**src/rtl/pixel_downloader.sv**
```systemverilog
// Pixel FIFO to Avalon-MM write DMA: gathers 6 or 8 FIFO words into a 256-bit beat, writes it, waits for the response.
// Latency: first pop one cycle after start, write N+1 cycles after start; holds the beat while waitrequest, stalls on an empty FIFO.
module pixel_downloader #(
  parameter int USEDW_W = 10
) (
  input  logic               clk,
  input  logic               rst_n,
  output logic [32:0]        avl_mm_addr,
  output logic               avl_mm_write,
  output logic [255:0]       avl_mm_writedata,
  output logic [31:0]        avl_mm_byteenable,
  input  logic               avl_mm_waitrequest,
  input  logic               avl_mm_writeresponsevalid,
  input  logic [1:0]         avl_mm_response,
  output logic               pix_fifo_read,
  input  logic [31:0]        pix_fifo_data,
  input  logic               pix_fifo_empty,
  input  logic [USEDW_W-1:0] pix_fifo_usedw,
  input  logic               enable,
  input  logic               word_mode,
  input  logic [31:0]        base_address,
  input  logic [31:0]        total_size,
  input  logic               transform_data,
  output logic               write_error,
  output logic               active
);

  typedef enum logic [1:0] {S_IDLE, S_COLLECT, S_WRITE, S_WAIT_RESP} state_t;

  state_t         r_state;
  state_t         w_state_nxt;
  logic [2:0]     r_wcnt;
  logic [255:0]   r_slots;
  logic           r_xform;
  logic           r_word_mode;
  logic           r_err;
  logic           r_enable_q;
  logic [31:0]    r_cur_addr;
  logic [31:0]    r_base;

  logic [3:0]     w_n_idle;
  logic [3:0]     w_n;
  logic           w_start;
  logic           w_pop;
  logic           w_last_pop;
  logic           w_resp_ok;
  logic           w_resp_err;
  logic           w_enable_rise;
  logic [31:0]    w_next_addr;
  logic [255:0]   w_xform_data;

  // Beat size for the decision in IDLE uses the live input; once collecting, the latched copy.
  assign w_n_idle      = transform_data ? 4'd6 : 4'd8;
  assign w_n           = r_xform ? 4'd6 : 4'd8;
  assign w_start       = enable && !r_err && (pix_fifo_usedw >= USEDW_W'(w_n_idle));
  assign w_pop         = (r_state == S_COLLECT) && !pix_fifo_empty && ({1'b0, r_wcnt} < w_n);
  assign w_last_pop    = w_pop && ({1'b0, r_wcnt} == (w_n - 4'd1));
  assign w_resp_ok     = (r_state == S_WAIT_RESP) && avl_mm_writeresponsevalid && (avl_mm_response == 2'b00);
  assign w_resp_err    = (r_state == S_WAIT_RESP) && avl_mm_writeresponsevalid && (avl_mm_response != 2'b00);
  assign w_enable_rise = enable && !r_enable_q;
  assign w_next_addr   = r_cur_addr + (r_word_mode ? 32'd1 : 32'd32);

  always_comb begin
    w_state_nxt   = r_state;
    avl_mm_write  = 1'b0;
    active        = 1'b0;
    pix_fifo_read = 1'b0;
    case (r_state)
      S_IDLE: begin
        if (w_start) w_state_nxt = S_COLLECT;
      end
      S_COLLECT: begin
        active        = 1'b1;
        pix_fifo_read = w_pop;
        if (w_last_pop) w_state_nxt = S_WRITE;
      end
      S_WRITE: begin
        active       = 1'b1;
        avl_mm_write = 1'b1;
        if (!avl_mm_waitrequest) w_state_nxt = S_WAIT_RESP;
      end
      S_WAIT_RESP: begin
        active = 1'b1;
        if (avl_mm_writeresponsevalid) w_state_nxt = S_IDLE;
      end
      default: w_state_nxt = S_IDLE;
    endcase
  end

  // Packed 24-bit pixels land in bytes 0..2 of each output word; byte 3 stays zero.
  always_comb begin
    w_xform_data = '0;
    for (int i = 0; i < 8; i++) begin
      w_xform_data[32*i +: 24] = r_slots[24*i +: 24];
    end
  end

  assign avl_mm_addr       = {1'b0, r_cur_addr};
  assign avl_mm_writedata  = r_xform ? w_xform_data : r_slots;
  assign avl_mm_byteenable = {32{avl_mm_write}};
  assign write_error       = r_err;

  always_ff @(posedge clk or negedge rst_n) begin
    if (!rst_n) begin
      r_state <= S_IDLE;
    end else begin
      r_state <= w_state_nxt;
    end
  end

  always_ff @(posedge clk or negedge rst_n) begin
    if (!rst_n) begin
      r_wcnt      <= '0;
      r_slots     <= '0;
      r_xform     <= 1'b0;
      r_word_mode <= 1'b0;
    end else begin
      if ((r_state == S_IDLE) && w_start) begin
        r_xform     <= transform_data;
        r_word_mode <= word_mode;
      end
      if (w_pop) begin
        r_slots[32*r_wcnt +: 32] <= pix_fifo_data;
        r_wcnt                   <= w_last_pop ? 3'd0 : r_wcnt + 3'd1;
      end
    end
  end

  // A fresh enable edge re-anchors the ring buffer even if a response advances in the same cycle.
  always_ff @(posedge clk or negedge rst_n) begin
    if (!rst_n) begin
      r_enable_q <= 1'b0;
      r_base     <= '0;
      r_cur_addr <= '0;
      r_err      <= 1'b0;
    end else begin
      r_enable_q <= enable;
      if (w_enable_rise) begin
        r_base     <= base_address;
        r_cur_addr <= base_address;
      end else if (w_resp_ok) begin
        r_cur_addr <= (w_next_addr == (r_base + total_size)) ? r_base : w_next_addr;
      end
      if (w_resp_err) begin
        r_err <= 1'b1;
      end else if (!enable) begin
        r_err <= 1'b0;
      end
    end
  end

endmodule

```
**config.mk**
```make
export PLATFORM = sky130hd
export DESIGN_NAME = pixel_downloader
export DESIGN_NICKNAME = d
export VERILOG_FILES = /design/src/rtl/pixel_downloader.sv
export SDC_FILE = /design/constraint.sdc
export NUM_CORES = 1
export LEC_CHECK = 0
export CAP_MARGIN = 25
export CELL_PAD_IN_SITES_DETAIL_PLACEMENT = 1
export CELL_PAD_IN_SITES_GLOBAL_PLACEMENT = 1
export CORE_ASPECT_RATIO = 0.7
export CORE_MARGIN = 2
export CORE_UTILIZATION = 35
export CTS_CLUSTER_SIZE = 20
export DETAILED_ROUTE_END_ITERATION = 10
export PLACE_DENSITY = 0.82
export SYNTH_ARGS = -nofsm -noshare
export SYNTH_HDL_FRONTEND = slang
export SYNTH_SLANG_ARGS = --single-unit
```
**constraint.sdc**
```tcl
create_clock -name clk -period 3.8 [get_ports clk]
set_input_delay 0.76 -clock clk [delete_from_list [all_inputs] [get_ports clk]]
set_output_delay 0.76 -clock clk [all_outputs]
set_load 0.01 [all_outputs]
```
==> results.md, run 1 <==
- Clock tree from TritonCTS: done
- Register-to-Register Path Depth: 18
- Placeable core area: around 55000 um^2
- Final-report max-slew violation count: 0
- Rows: just over 70
- Compound-Gate Fraction of Synth Area: around 13%
- Total Routing Usage GR: 29.24%
- Vias in the first global route: about 20k
- Final Critical Period: roughly 3.8 ns
- Share of total power consumed by net switching: between 40% and 50%
- Hold buffer count at CTS: 0
- Number of H-tree levels: 2
- First-pass GRT wire length: approximately 130000 um
- Slew headroom: between 30% and 40%
- Sequential share of the synthesized area: 42.59%
- Number of standard cells after synthesis: 2028
- Top cells by instance count after synthesis: nand2_1 (420), dfrtp_1 (329), mux2_2 (218)
- Most frequent cell after synthesis: nand2_1
- Adder and majority cell fraction of the synthesized area: around 3.3%
- Mean cell area of the mapped netlist: roughly 9.5 um^2
- Xor/xnor cell area share of the yosys netlist: under 10%
- Area of the die: 57160 um^2
- Fill cell instance count of the final layout: between 6k and 7k
- Number of buffer cells added on primary ports: 439
- Leading post-synthesis cells by cell area: dfrtp_1 (43%), mux2_2 (13%), nand2_1 (8.2%)
- Internal power: around 12 mW
- RD Place Congestion: ~0.9
- Maxcap violations: 0
- Number of antenna violations at the first check in global routing: 3
- Flop-to-flop setup slack: approximately 0.070 ns
- Routed WL: 85640 um
- Capturing point of the worst reg2reg path: r_cur_addr[11]$_DFFE_PN0P_
- Sequential cell fraction of total power: between 20% and 30%
- Area of the mapped netlist: 19330 um^2
- Clock root buffer: clkbuf_16
- Kind of start point of the critical path: input pin
- First-iteration detailed-routing DRC count: around 1.4k
- Fraction of the mapped netlist area in simple logic gates: a little under a fifth
- Layout-stage area growth over the synthesis result: 41.37%
- Cell variety after synth: 75
- Final antenna-violating net count: 0
- Number of buffers created by CTS: 36
- Measured slew at the worst slew-check pin: 1.031 ns
- Clock share of power: 17.8%
- Predominant post-synthesis flop cell: dfrtp_1
- Mux cell area share after synthesis: between 10% and 20%
- Detailed-routing iteration count for the pre-antenna-repair pass: 5
- Leading area contributor after synthesis: dfrtp_1
- Total global routing overflow: 0
- Latest clock arrival within the worst-skew pair: 0.56 ns
- Fin. Hold Viols: 0
- Mapped Nets: ~2.2k
- Number of enable flip-flop cells after synthesis: 0
- Static leakage: around 12 nW
- Combinational family with the most area after synthesis: simple AND/OR/NAND/NOR gates
- Worst-case clock buffer depth: 3
- Number of top-level design ports: roughly 440
- Setup repair after global routing missed its margin: true
- Layout Cell Area excl Fill: around 27000 um^2
- Number of sinks on the clock net: approximately 330
- CTS clk-pin slew, worst paths: 0.06 ns
- Max FO, Critical Path: 6
- Post-route fraction of the period consumed by the critical path: between 90% and 100%
- Layout cells sized above 1: between 20% and 30%
- Die width: 284.9 um
- Initial cell density of the core: roughly a third
- Fin Setup TNS: 0 ns
- Peak clock frequency supported by timing: 264.6 MHz
- Share of Yosys cell area claimed by the top area cell type: a little over two fifths
- Warning count from the yosys run: 0
- Post-detailed-placement half-perimeter wirelength: roughly 63000 um
- Routed wirelength normalized by instance count: between 20 and 30 um
- Endpoints failing setup: 0
- Synthesized flop and latch total: ~330
- Cell Pwr Density: 776.9 nW/um^2
- Standard cell area after detailed placement: about 25000 um^2
- Psw: ~9 mW
- Layout net count: between 2k and 3k
- DRC viols: 0
- Vias per Instance: between 5 and 6
- FFs w/ async S/R, synth: 100.0%
- Die Height: ~200 um
- Tightest Hold Check Type: in2async
- Worst reg2reg startpoint: r_base[0]$_DFFE_PN0P_
- Critical path start-end classification: in2reg
- Worst Clk Skew: approximately 0.023 ns
- Combinational fraction of design power: 53.8%
- Maximum number of pins on one net before global-route repair: around 100
- Number of vias in the routed layout: approximately 18k
- Maximum ir drop on the vdd rail: between 0.4 and 0.5 mV
- CP endpoint kind: flop
- Worst path required time: between 4 and 5 ns
- Crit path DAT: ~4.3 ns
- Run status: complete, no violations
==> critical path: stages <==
cell	delay, ns
clkdlybuf4s50_1	0.55
ha_4	0.19
buf_4	0.10
nor2_1	0.04
o211ai_1	0.09
o211ai_1	0.20
buf_4	0.19
and2_4	0.16
o311ai_4	0.30
xor2_1	0.13
a2111oi_2	0.39
nand4_1	0.21
nor4_4	0.18
buf_6	0.18
buf_12	0.15
mux2_4	0.31
o211ai_1	0.10
==> cell usage in the layout (no fill, tap or decap), types with 10 or more instances in the layout <==
cell type / instances
and3_1: 14
buf_12: 15
a21boi_0: 23
nor2b_1: 85
buf_4: 179
a21oi_1: 28
nand3_1: 67
or3_1: 22
clkbuf_16: 36
xor2_1: 20
nor3_2: 10
nand2_1: 415
o21ai_0: 120
nand2b_1: 25
ha_4: 15
xnor2_1: 38
inv_1: 22
o31ai_1: 114
ha_1: 31
mux2_2: 218
nand4_1: 27
dfrtp_1: 328
nor3_1: 10
clkdlybuf4s50_1: 427
nor2_1: 33
==> layer usage <==
metal	vias to the layer above	wire length, um	global-route usage, %
li1	8006	-	-
met1	9531	37450	39.51
met2	732	37890	45.02
met3	203	6151	6.489
met4	2	4131	12.75
met5	-	9	0
==> area by class of cell <==
| type | instances | area, um^2 | share of cell area [%] |
|---|---|---|---|
| multi-input combinational | 1488 | 10750 | 39.33 |
| timing repair buffer | 637 | 6122 | 22.40 |
| antenna | 1 | 2.502 | 0.009157 |
| tap | 740 | 925.9 | 3.388 |
| clock buffer | 46 | 988.4 | 3.617 |
| inverter | 24 | 90.09 | 0.3297 |
| clock inverter | 14 | 212.7 | 0.7784 |
| sequential | 329 | 8237 | 30.14 |
==> worst max path at each step <==
stage,endpoint,start,slack (ns),cells after the start
6_report,r_cur_addr[11]$_DFFE_PN0P_,total_size[11],0.02,17
5_1_grt,r_cur_addr[13]$_DFFE_PN0P_,total_size[12],-0.05,17
4_1_cts,r_cur_addr[2]$_DFFE_PN0P_,total_size[4],0.001,18
3_5_place_dp,r_cur_addr[11]$_DFFE_PN0P_,total_size[0],-1.04,16
3_3_place_gp,r_cur_addr[0]$_DFFE_PN0P_,total_size[0],-0.90,18
2_1_floorplan,r_cur_addr[6]$_DFFE_PN0P_,total_size[5],0.08,15
==> kinds of logic (layout without fill, tap and decap cells) <==
family | after synthesis | in the layout
buf+inv | 211 | 721
mux | 229 | 229
other cells | 1 | 2
flops | 329 | 329
compound gates | 368 | 368
fa+ha+maj | 50 | 50
xor+xnor | 79 | 79
simple gates | 761 | 761
==> state kept, by name, summed over array words and instances (netlist names) <==
| signal | cells |
|---|---|
| r_cur_addr | 32 |
| r_slots | 256 |
| write_error | 1 |
| r_wcnt | 3 |
| r_word_mode | 1 |
| r_state | 2 |
| r_xform | 1 |
| r_base | 32 |
| r_enable_q | 1 |
==> repair_timing <==
item / CTS / global route
pin swaps: 27 / 39
gates cloned: 2 / 0
resized for setup: 74 / 59
setup buffers: 4 / 7
endpoints found under the hold margin: 0 / 0
endpoints found under the setup margin: 32 / 32
==> power by group through the flow <==
stage	Sequential, mW	Clock (mW)	Combinational (mW)
floorplan	5.42	0	5.69
finish	6.04	3.77	11.4
CTS	5.96	3.81	11.2
detailed placement	5.98	0	10.9
global placement	5.89	0	10.6
global route	6.14	3.93	12.1
==> through the flow <==
stage	util (%)	setup WS, ns	total power, mW	std cells	hold slack [ns]
after floorplan	-	0.08102	11.10	2028	0.4422
after detailed placement	46.17	-1.039	16.85	3206	0.4638
after CTS	49.19	0.0009752	20.94	3271	0.2992
after global routing	49.81	-0.05232	22.14	3279	0.2794
after global placement	46.17	-0.8989	16.45	3206	0.4547
final	49.81	0.02086	21.23	3279	0.2122
Note: power is estimated with default switching activity, not from simulation.
==> run 2: changes to the inputs <==
CORE_UTILIZATION = 36   (was 35)
CTS_BUF_LIST = sky130_fd_sc_hd__clkbuf_2   (was default)
GPL_TIMING_DRIVEN = 0   (was default)
PLACE_DENSITY = 0.84   (was 0.82)
==> results.md, run 2 (same netlist as run 1, synthesis figures left out) <==
- Run status: finished, violations left
- Violations in the final reports: negative setup slack
- Post-detailed-placement half-perimeter wirelength: 69270 um (+9.3%)
- DRC viols: 0 (unchanged)
- Fin. Hold Viols: 0 (unchanged)
- Number of H-tree levels: 3 (+1)
- Clock tree from TritonCTS: done
- Die Height: 197.9 um (-1.4%)
- Endpoints failing setup: 32 (+32)
- Worst path required time: 4.75 ns (+0.48 ns)
- Cell Pwr Density: 760.7 nW/um^2 (-2.1%)
- First-pass GRT wire length: 130100 um (+2.1%)
- Cells traversed along the worst timing path: ha_1 > clkbuf_4 > a41oi_4 > nor3b_4 > xnor3_1 > a221oi_1 > nand4_1 > nor4_4 > nand4_1 > nor4_4 > buf_6 > buf_12 > mux2i_1 > nand3_1
- Post-route worst setup slack: -0.2519 ns (-0.2728 ns)
- CP endpoint kind: flop
- Number of top-level design ports: 441 (unchanged)
- Most frequent standard cell in the layout excluding fill and tap cells: nand2_1
- Biggest cell delay along the critical path: 0.47 ns (-0.08 ns)
- Total Routing Usage GR: 31.55% (+2.3 points)
- Commonest non-fill, non-tap cells in the layout: nand2_1 (419), clkdlybuf4s50_1 (351), dfrtp_1 (327), mux2_2 (218), clkbuf_2 (130)
- Number of buffer cells added on primary ports: 439 (unchanged)
- Final-report max-slew violation count: 0 (unchanged)
- Critical path buffers and inverters: 3 (-2)
- Total power: 20.00 mW (-5.8%)
- WHS: 0.1310 ns (-0.08117 ns)
- Registers with the most flip-flops: r_slots (256), r_base (32), r_cur_addr (32)
- Maxcap violations: 0 (unchanged)
- Worst slack at placement: -1.579 ns (-0.5401 ns)
- Total global routing overflow: 0 (unchanged)
- Placeable core area: 53390 um^2 (-2.7%)
- Critical path start-end classification: reg2reg
- Number of antenna violations at the first check in global routing: 11 (+8)
- First-iteration detailed-routing DRC count: 1798 (+26%)
- Routed wirelength normalized by instance count: 26.50 um (+1.5%)
- Peak clock frequency supported by timing: 246.8 MHz (-6.7%)
- Maximum number of pins on one net before global-route repair: 108 (+5.9%)
- Number of vias in the routed layout: 19.12k (+3.5%)
- Initial cell density of the core: 36.21% (+0.97 points)
- Worst-case clock buffer depth: 3 (unchanged)
- Vias in the first global route: 19.99k (+1.5%)
- Rows: 71 (-1.4%)
- Final antenna-violating net count: 0 (unchanged)
- Routed WL: 89400 um (+4.4%)
- Clock root buffer: clkbuf_2
- Number of buffers created by CTS: 86 (+140%)
- Number of sinks on the clock net: 329 (unchanged)
- Inst Count DP: 3202 (-0.12%)
- Measured slew at the worst slew-check pin: 1.108 ns (+0.07733 ns)
- Max reg flops: 256 (unchanged)
- Worst Clk Skew: 0.1008 ns (+0.07810 ns)
- Crit path DAT: 5.00 ns (+0.75 ns)
- Fin Setup TNS: -5.399 ns (-5.399 ns)
- Die width: 281.0 um (-1.4%)
- Maximum ir drop on the vdd rail: 0.4684 mV (+15%)
- Max FO, Critical Path: 8 (+2)
- Kind of start point of the critical path: flop
- Post-route fraction of the period consumed by the critical path: 106.6% (+7.2 points)
- CTS clk-pin slew, worst paths: 0.12 ns (+0.06 ns)
- Tightest Hold Check Type: in2async
- Largest delay share family, worst path: simple AND/OR/NAND/NOR gates
- RD Place Congestion: 0.9577 (+4.3%)
- Static leakage: 12.13 nW (+2.7%)
- Post-route insts no fill: 3374 (+2.9%)
- Vias per Instance: 5.667 (+0.59%)
- Layout-stage area growth over the synthesis result: 35.99%
- Slew headroom: 25.76% (-5.4 points)
- Layout net count: 2741 (+2.2%)
- Register with the most flip-flops: r_slots
- Latest clock arrival within the worst-skew pair: 1.17 ns (+0.61 ns)
- Final Critical Period: 4.052 ns (+0.2728 ns)
- Detailed-routing iteration count for the pre-antenna-repair pass: 5 (unchanged)
- Setup repair after global routing missed its margin: true
- Fill cell instance count of the final layout: 6087 (+1.4%)
- Slowest CP cell: dfrtp_2
- Area of the die: 55600 um^2 (-2.7%)
- Layout cells sized above 1: 20.61% (-2.7 points)
==> run 2: changes by cell type in the layout (fill, tap and decap cells not counted), sizes merged <==
cell | before | now
dlymetal6s2s | 4 | 17
buf | 199 | 96
clkbuf | 46 | 229
clkdlybuf4s50 | 427 | 351
clkinv | 5 | 27
clkinvlp | 2 | 0
dlygate4sd2 | 7 | 69
diode | 1 | 9
bufinv | 4 | 1
dlygate4sd3 | 0 | 1
==> run 2: worst register-to-register path, cell delays in order (launching register included) <==
cell and delay (ns):
dfrtp_2 0.47, ha_1 0.30, clkbuf_4 0.22, a41oi_4 0.22
nor3b_4 0.30, xnor3_1 0.32, a221oi_1 0.28, nand4_1 0.29
nor4_4 0.30, nand4_1 0.21, nor4_4 0.24, buf_6 0.23
buf_12 0.17, mux2i_1 0.23, nand3_1 0.10
==> run 2: area by class of cell <==
class | instances | area (um^2) | share of cell area (%)
Timing Repair Buffer | 463 | 4651 | 17.69
Antenna cell | 9 | 22.52 | 0.08567
Sequential cell | 329 | 8235 | 31.33
Tap cell | 730 | 913.4 | 3.475
Clock buffer | 117 | 585.6 | 2.228
Clock inverter | 31 | 187.7 | 0.7139
Multi-Input combinational cell | 1488 | 10420 | 39.62
Buffer | 183 | 1186 | 4.512
Inverter | 24 | 90.09 | 0.3427
==> run 2: metrics by stage <==
step	util (%)	instance area (um^2)
after CTS	48.51	25900
after detailed placement	46.40	24770
final	49.24	26290
after global routing	49.22	26280
after floorplan	-	19340
after global placement	46.16	24650
==> run 2: final timing paths <==
path | from | to | slack [ns] | depth (start not counted)
max | r_cur_addr[5]$_DFFE_PN0P_ | r_cur_addr[28]$_DFFE_PN0P_ | -0.25 | 14
min | rst_n | r_base[8]$_DFFE_PN0P_ | 0.13 | 2
max reg2reg | r_cur_addr[5]$_DFFE_PN0P_ | r_cur_addr[28]$_DFFE_PN0P_ | -0.25 | 14
min reg2reg | r_slots[234]$_DFFE_PN0P_ | r_slots[234]$_DFFE_PN0P_ | 0.49 | 2
max in group asynchronous | rst_n | r_slots[60]$_DFFE_PN0P_ | 2.27 | 4
min in group clk | enable | r_enable_q$_DFF_PN0_ | 0.18 | 1
==> run 2: what timing repair did <==
| item | in CTS | in global routing |
|---|---|---|
| hold buffers | 1 | 0 |
| resized for setup | 162 | 79 |
| endpoints found under the hold margin | 116 | 0 |
| buffers inserted | 8 | 10 |
| pin swaps | 12 | 17 |
| setup endpoints to repair | 265 | 117 |
| gates cloned | 0 | 0 |
==> run 2: power breakdown <==
part           total [mW]  internal [mW]  switching [mW]
logic                11.3           5.18            6.16
registers            5.99           4.69            1.30
clock network        2.67          0.933            1.74
==> run 2: routing by layer <==
metal  share of wire, %  track usage, %  routed length, um
met1                 43           43.77              38850
met2                 44           46.88              38940
met3                9.6           8.602               8551
met4                3.4           11.55               3046
met5              0.015               0                 13
==> run 3: changes to the inputs <==
CORE_MARGIN = default   (was 2)
==> results.md, run 3 (same netlist as run 1, synthesis figures left out) <==
- Clock tree from TritonCTS: done
- Post-route worst setup slack: -0.1848 ns (+0.06712 ns)
- Max reg flops: 256 (unchanged)
- Post-route fraction of the period consumed by the critical path: 104.9% (-1.8 points)
- Tightest Hold Check Type: in2async
- Layout-stage area growth over the synthesis result: 38.24%
- Total global routing overflow: 0 (unchanged)
- Slowest CP cell: dfrtp_1
- Layout net count: 2758 (+0.62%)
- Die width: 279.0 um (-0.71%)
- Total power: 20.34 mW (+1.7%)
- Peak clock frequency supported by timing: 251.0 MHz (+1.7%)
- Fill cell instance count of the final layout: 5947 (-2.3%)
- Violations in the final reports: negative setup slack
- Critical path start-end classification: reg2reg
- Cells traversed along the worst timing path: ha_1 > buf_6 > nand2_2 > o211ai_1 > o211ai_1 > buf_4 > nand4_1 > nand3b_1 > a31o_2 > a2111oi_4 > nand4_1 > nor4_4 > buf_6 > buf_8 > mux2i_1 > nand3_1
- Post-detailed-placement half-perimeter wirelength: 69150 um (-0.18%)
- Largest delay share family, worst path: compound AO/OA/AOI/OAI gates
- Kind of start point of the critical path: flop
- Final antenna-violating net count: 0 (unchanged)
- CTS clk-pin slew, worst paths: 0.15 ns (+0.03 ns)
- Detailed-routing iteration count for the pre-antenna-repair pass: 7 (+2)
- Slew headroom: 24.71% (-1.1 points)
- Clock root buffer: clkbuf_2
- Critical path depth in cells: 16 (+2)
- Registers with the most flip-flops: r_slots (256), r_base (32), r_cur_addr (32)
- Area of the die: 54640 um^2 (-1.7%)
- Inst Count DP: 3192 (-0.31%)
- Rows: 70 (-1.4%)
- Layout cells sized above 1: 21.63% (+1.0 points)
- Run status: finished, violations left
- First-iteration detailed-routing DRC count: 1771 (-1.5%)
- Worst Clk Skew: 0.1172 ns (+0.01640 ns)
- Cell Pwr Density: 761.3 nW/um^2 (about the same)
- Number of antenna violations at the first check in global routing: 7 (-4)
- Maximum ir drop on the vdd rail: 0.3792 mV (-19%)
- Register with the most flip-flops: r_slots
- DRC viols: 0 (unchanged)
- Maxcap violations: 0 (unchanged)
- Routed WL: 90830 um (+1.6%)
- Die Height: 195.9 um (-1.0%)
- Maximum number of pins on one net before global-route repair: 97 (-10%)
- Biggest cell delay along the critical path: 0.41 ns (-0.06 ns)
- Post-route insts no fill: 3385 (+0.33%)
- Worst-case clock buffer depth: 3 (unchanged)
- Commonest non-fill, non-tap cells in the layout: nand2_1 (417), clkdlybuf4s50_1 (385), dfrtp_1 (328), mux2_2 (218), clkbuf_2 (129)
- Placeable core area: 52640 um^2 (-1.4%)
- Latest clock arrival within the worst-skew pair: 1.11 ns (-0.06 ns)
- Number of vias in the routed layout: 19.31k (+0.97%)
- Crit path DAT: 4.92 ns (-0.08 ns)
- Vias in the first global route: 20.02k (+0.17%)
- Vias per Instance: 5.704 (+0.64%)
- Final-report max-slew violation count: 0 (unchanged)
- Number of H-tree levels: 3 (unchanged)
- CP endpoint kind: flop
- Worst path required time: 4.73 ns (-0.02 ns)
- Initial cell density of the core: 36.72% (+0.52 points)
- First-pass GRT wire length: 132300 um (+1.6%)
- Fin. Hold Viols: 0 (unchanged)
- Number of sinks on the clock net: 329 (unchanged)
- Critical path buffers and inverters: 4 (+1)
- RD Place Congestion: 0.9918 (+3.6%)
- Total Routing Usage GR: 32.65% (+1.1 points)
- Endpoints failing setup: 32 (unchanged)
- Measured slew at the worst slew-check pin: 1.127 ns (+0.01865 ns)
- Number of top-level design ports: 441 (unchanged)
- Setup repair after global routing missed its margin: true
- Max FO, Critical Path: 8 (unchanged)
- Number of buffer cells added on primary ports: 439 (unchanged)
- Routed wirelength normalized by instance count: 26.83 um (+1.3%)
- Fin Setup TNS: -3.790 ns (+1.609 ns)
- Number of buffers created by CTS: 86 (unchanged)
- Most frequent standard cell in the layout excluding fill and tap cells: nand2_1
- Static leakage: 12.16 nW (+0.25%)
- Final Critical Period: 3.985 ns (-0.06712 ns)
- Register-to-Register Path Depth: 16 (+2)
[run 3: changes by cell type in the layout (fill, tap and decap cells not counted), sizes merged]
| cell | change |
|---|---|
| dlygate4sd2 | -31 |
| bufinv | +1 |
| diode | -7 |
| clkbuf | -1 |
| clkdlybuf4s50 | +34 |
| dlymetal6s2s | -2 |
| clkinv | +10 |
| buf | +17 |
[run 3: worst paths after layout]
check,start,endpoint,slack (ns)
max,r_base[8]$_DFFE_PN0P_,r_cur_addr[13]$_DFFE_PN0P_,-0.18
min,rst_n,r_cur_addr[3]$_DFFE_PN0P_,0.16
max reg2reg,r_base[8]$_DFFE_PN0P_,r_cur_addr[13]$_DFFE_PN0P_,-0.18
min reg2reg,r_base[3]$_DFFE_PN0P_,r_cur_addr[3]$_DFFE_PN0P_,0.48
max in group asynchronous,rst_n,r_slots[229]$_DFFE_PN0P_,2.30
min in group clk,enable,r_enable_q$_DFF_PN0_,0.24
[run 3: what timing repair did]
item / CTS / global route
endpoints found under the hold margin: 63 / 0
buffers inserted: 22 / 8
gates cloned: 5 / 0
setup endpoints to repair: 265 / 102
hold buffers: 1 / 0
pin swaps: 30 / 20
resized for setup: 190 / 53
[run 3: layout make-up]
class	count	area [um^2]	area share, %
multi-input combinational	1488	10520	39.36
timing repair buffer	480	4940	18.48
buffer	183	1205	4.509
antenna	2	5.005	0.01873
tap	720	900.9	3.371
clock inverter	42	244.0	0.9130
sequential	329	8234	30.81
inverter	24	90.09	0.3371
clock buffer	117	585.6	2.191
[run 3: worst register-to-register path: cells and delay by family, from the launching register on]
kind | cells | cell delay (ns)
AO/OA/AOI/OAI | 4 | 1.14
adder cells (fa/ha/maj) | 1 | 0.32
buffers and inverters | 4 | 0.80
flip-flops | 1 | 0.41
multiplexers | 1 | 0.24
AND/OR/NAND/NOR | 6 | 0.92
[run 3: metal layers]
layer / vias up / share of wire, % / GRT usage [%]
met5: - / 0.045 / 0
met4: 6 / 3.8 / 12.62
met3: 213 / 10 / 9.337
met2: 1052 / 44 / 48.68
met1: 9804 / 42 / 44.66
li1: 8232 / - / -
[run 3: power by group]
| group | leakage, nW | switching [mW] | total [mW] | internal (mW) |
|---|---|---|---|---|
| Clock | 0.604 | 1.73 | 2.74 | 1.01 |
| Combinational | 7.16 | 6.24 | 11.6 | 5.35 |
| Sequential | 4.39 | 1.33 | 6.01 | 4.69 |
[run 3: stage by stage]
step           hold slack (ns)  instance area (um^2)  util (%)  setup WS (ns)
4_1_cts                0.08413                 26440     50.23        -0.1333
2_1_floorplan           0.4422                 19340         -        0.08102
3_5_place_dp            0.4674                 24760     47.03         -1.636
3_3_place_gp            0.4545                 24630     46.80         -12.50
6_report                0.1598                 26720     50.77        -0.1848
5_1_grt                 0.1428                 26720     50.77        -0.2888
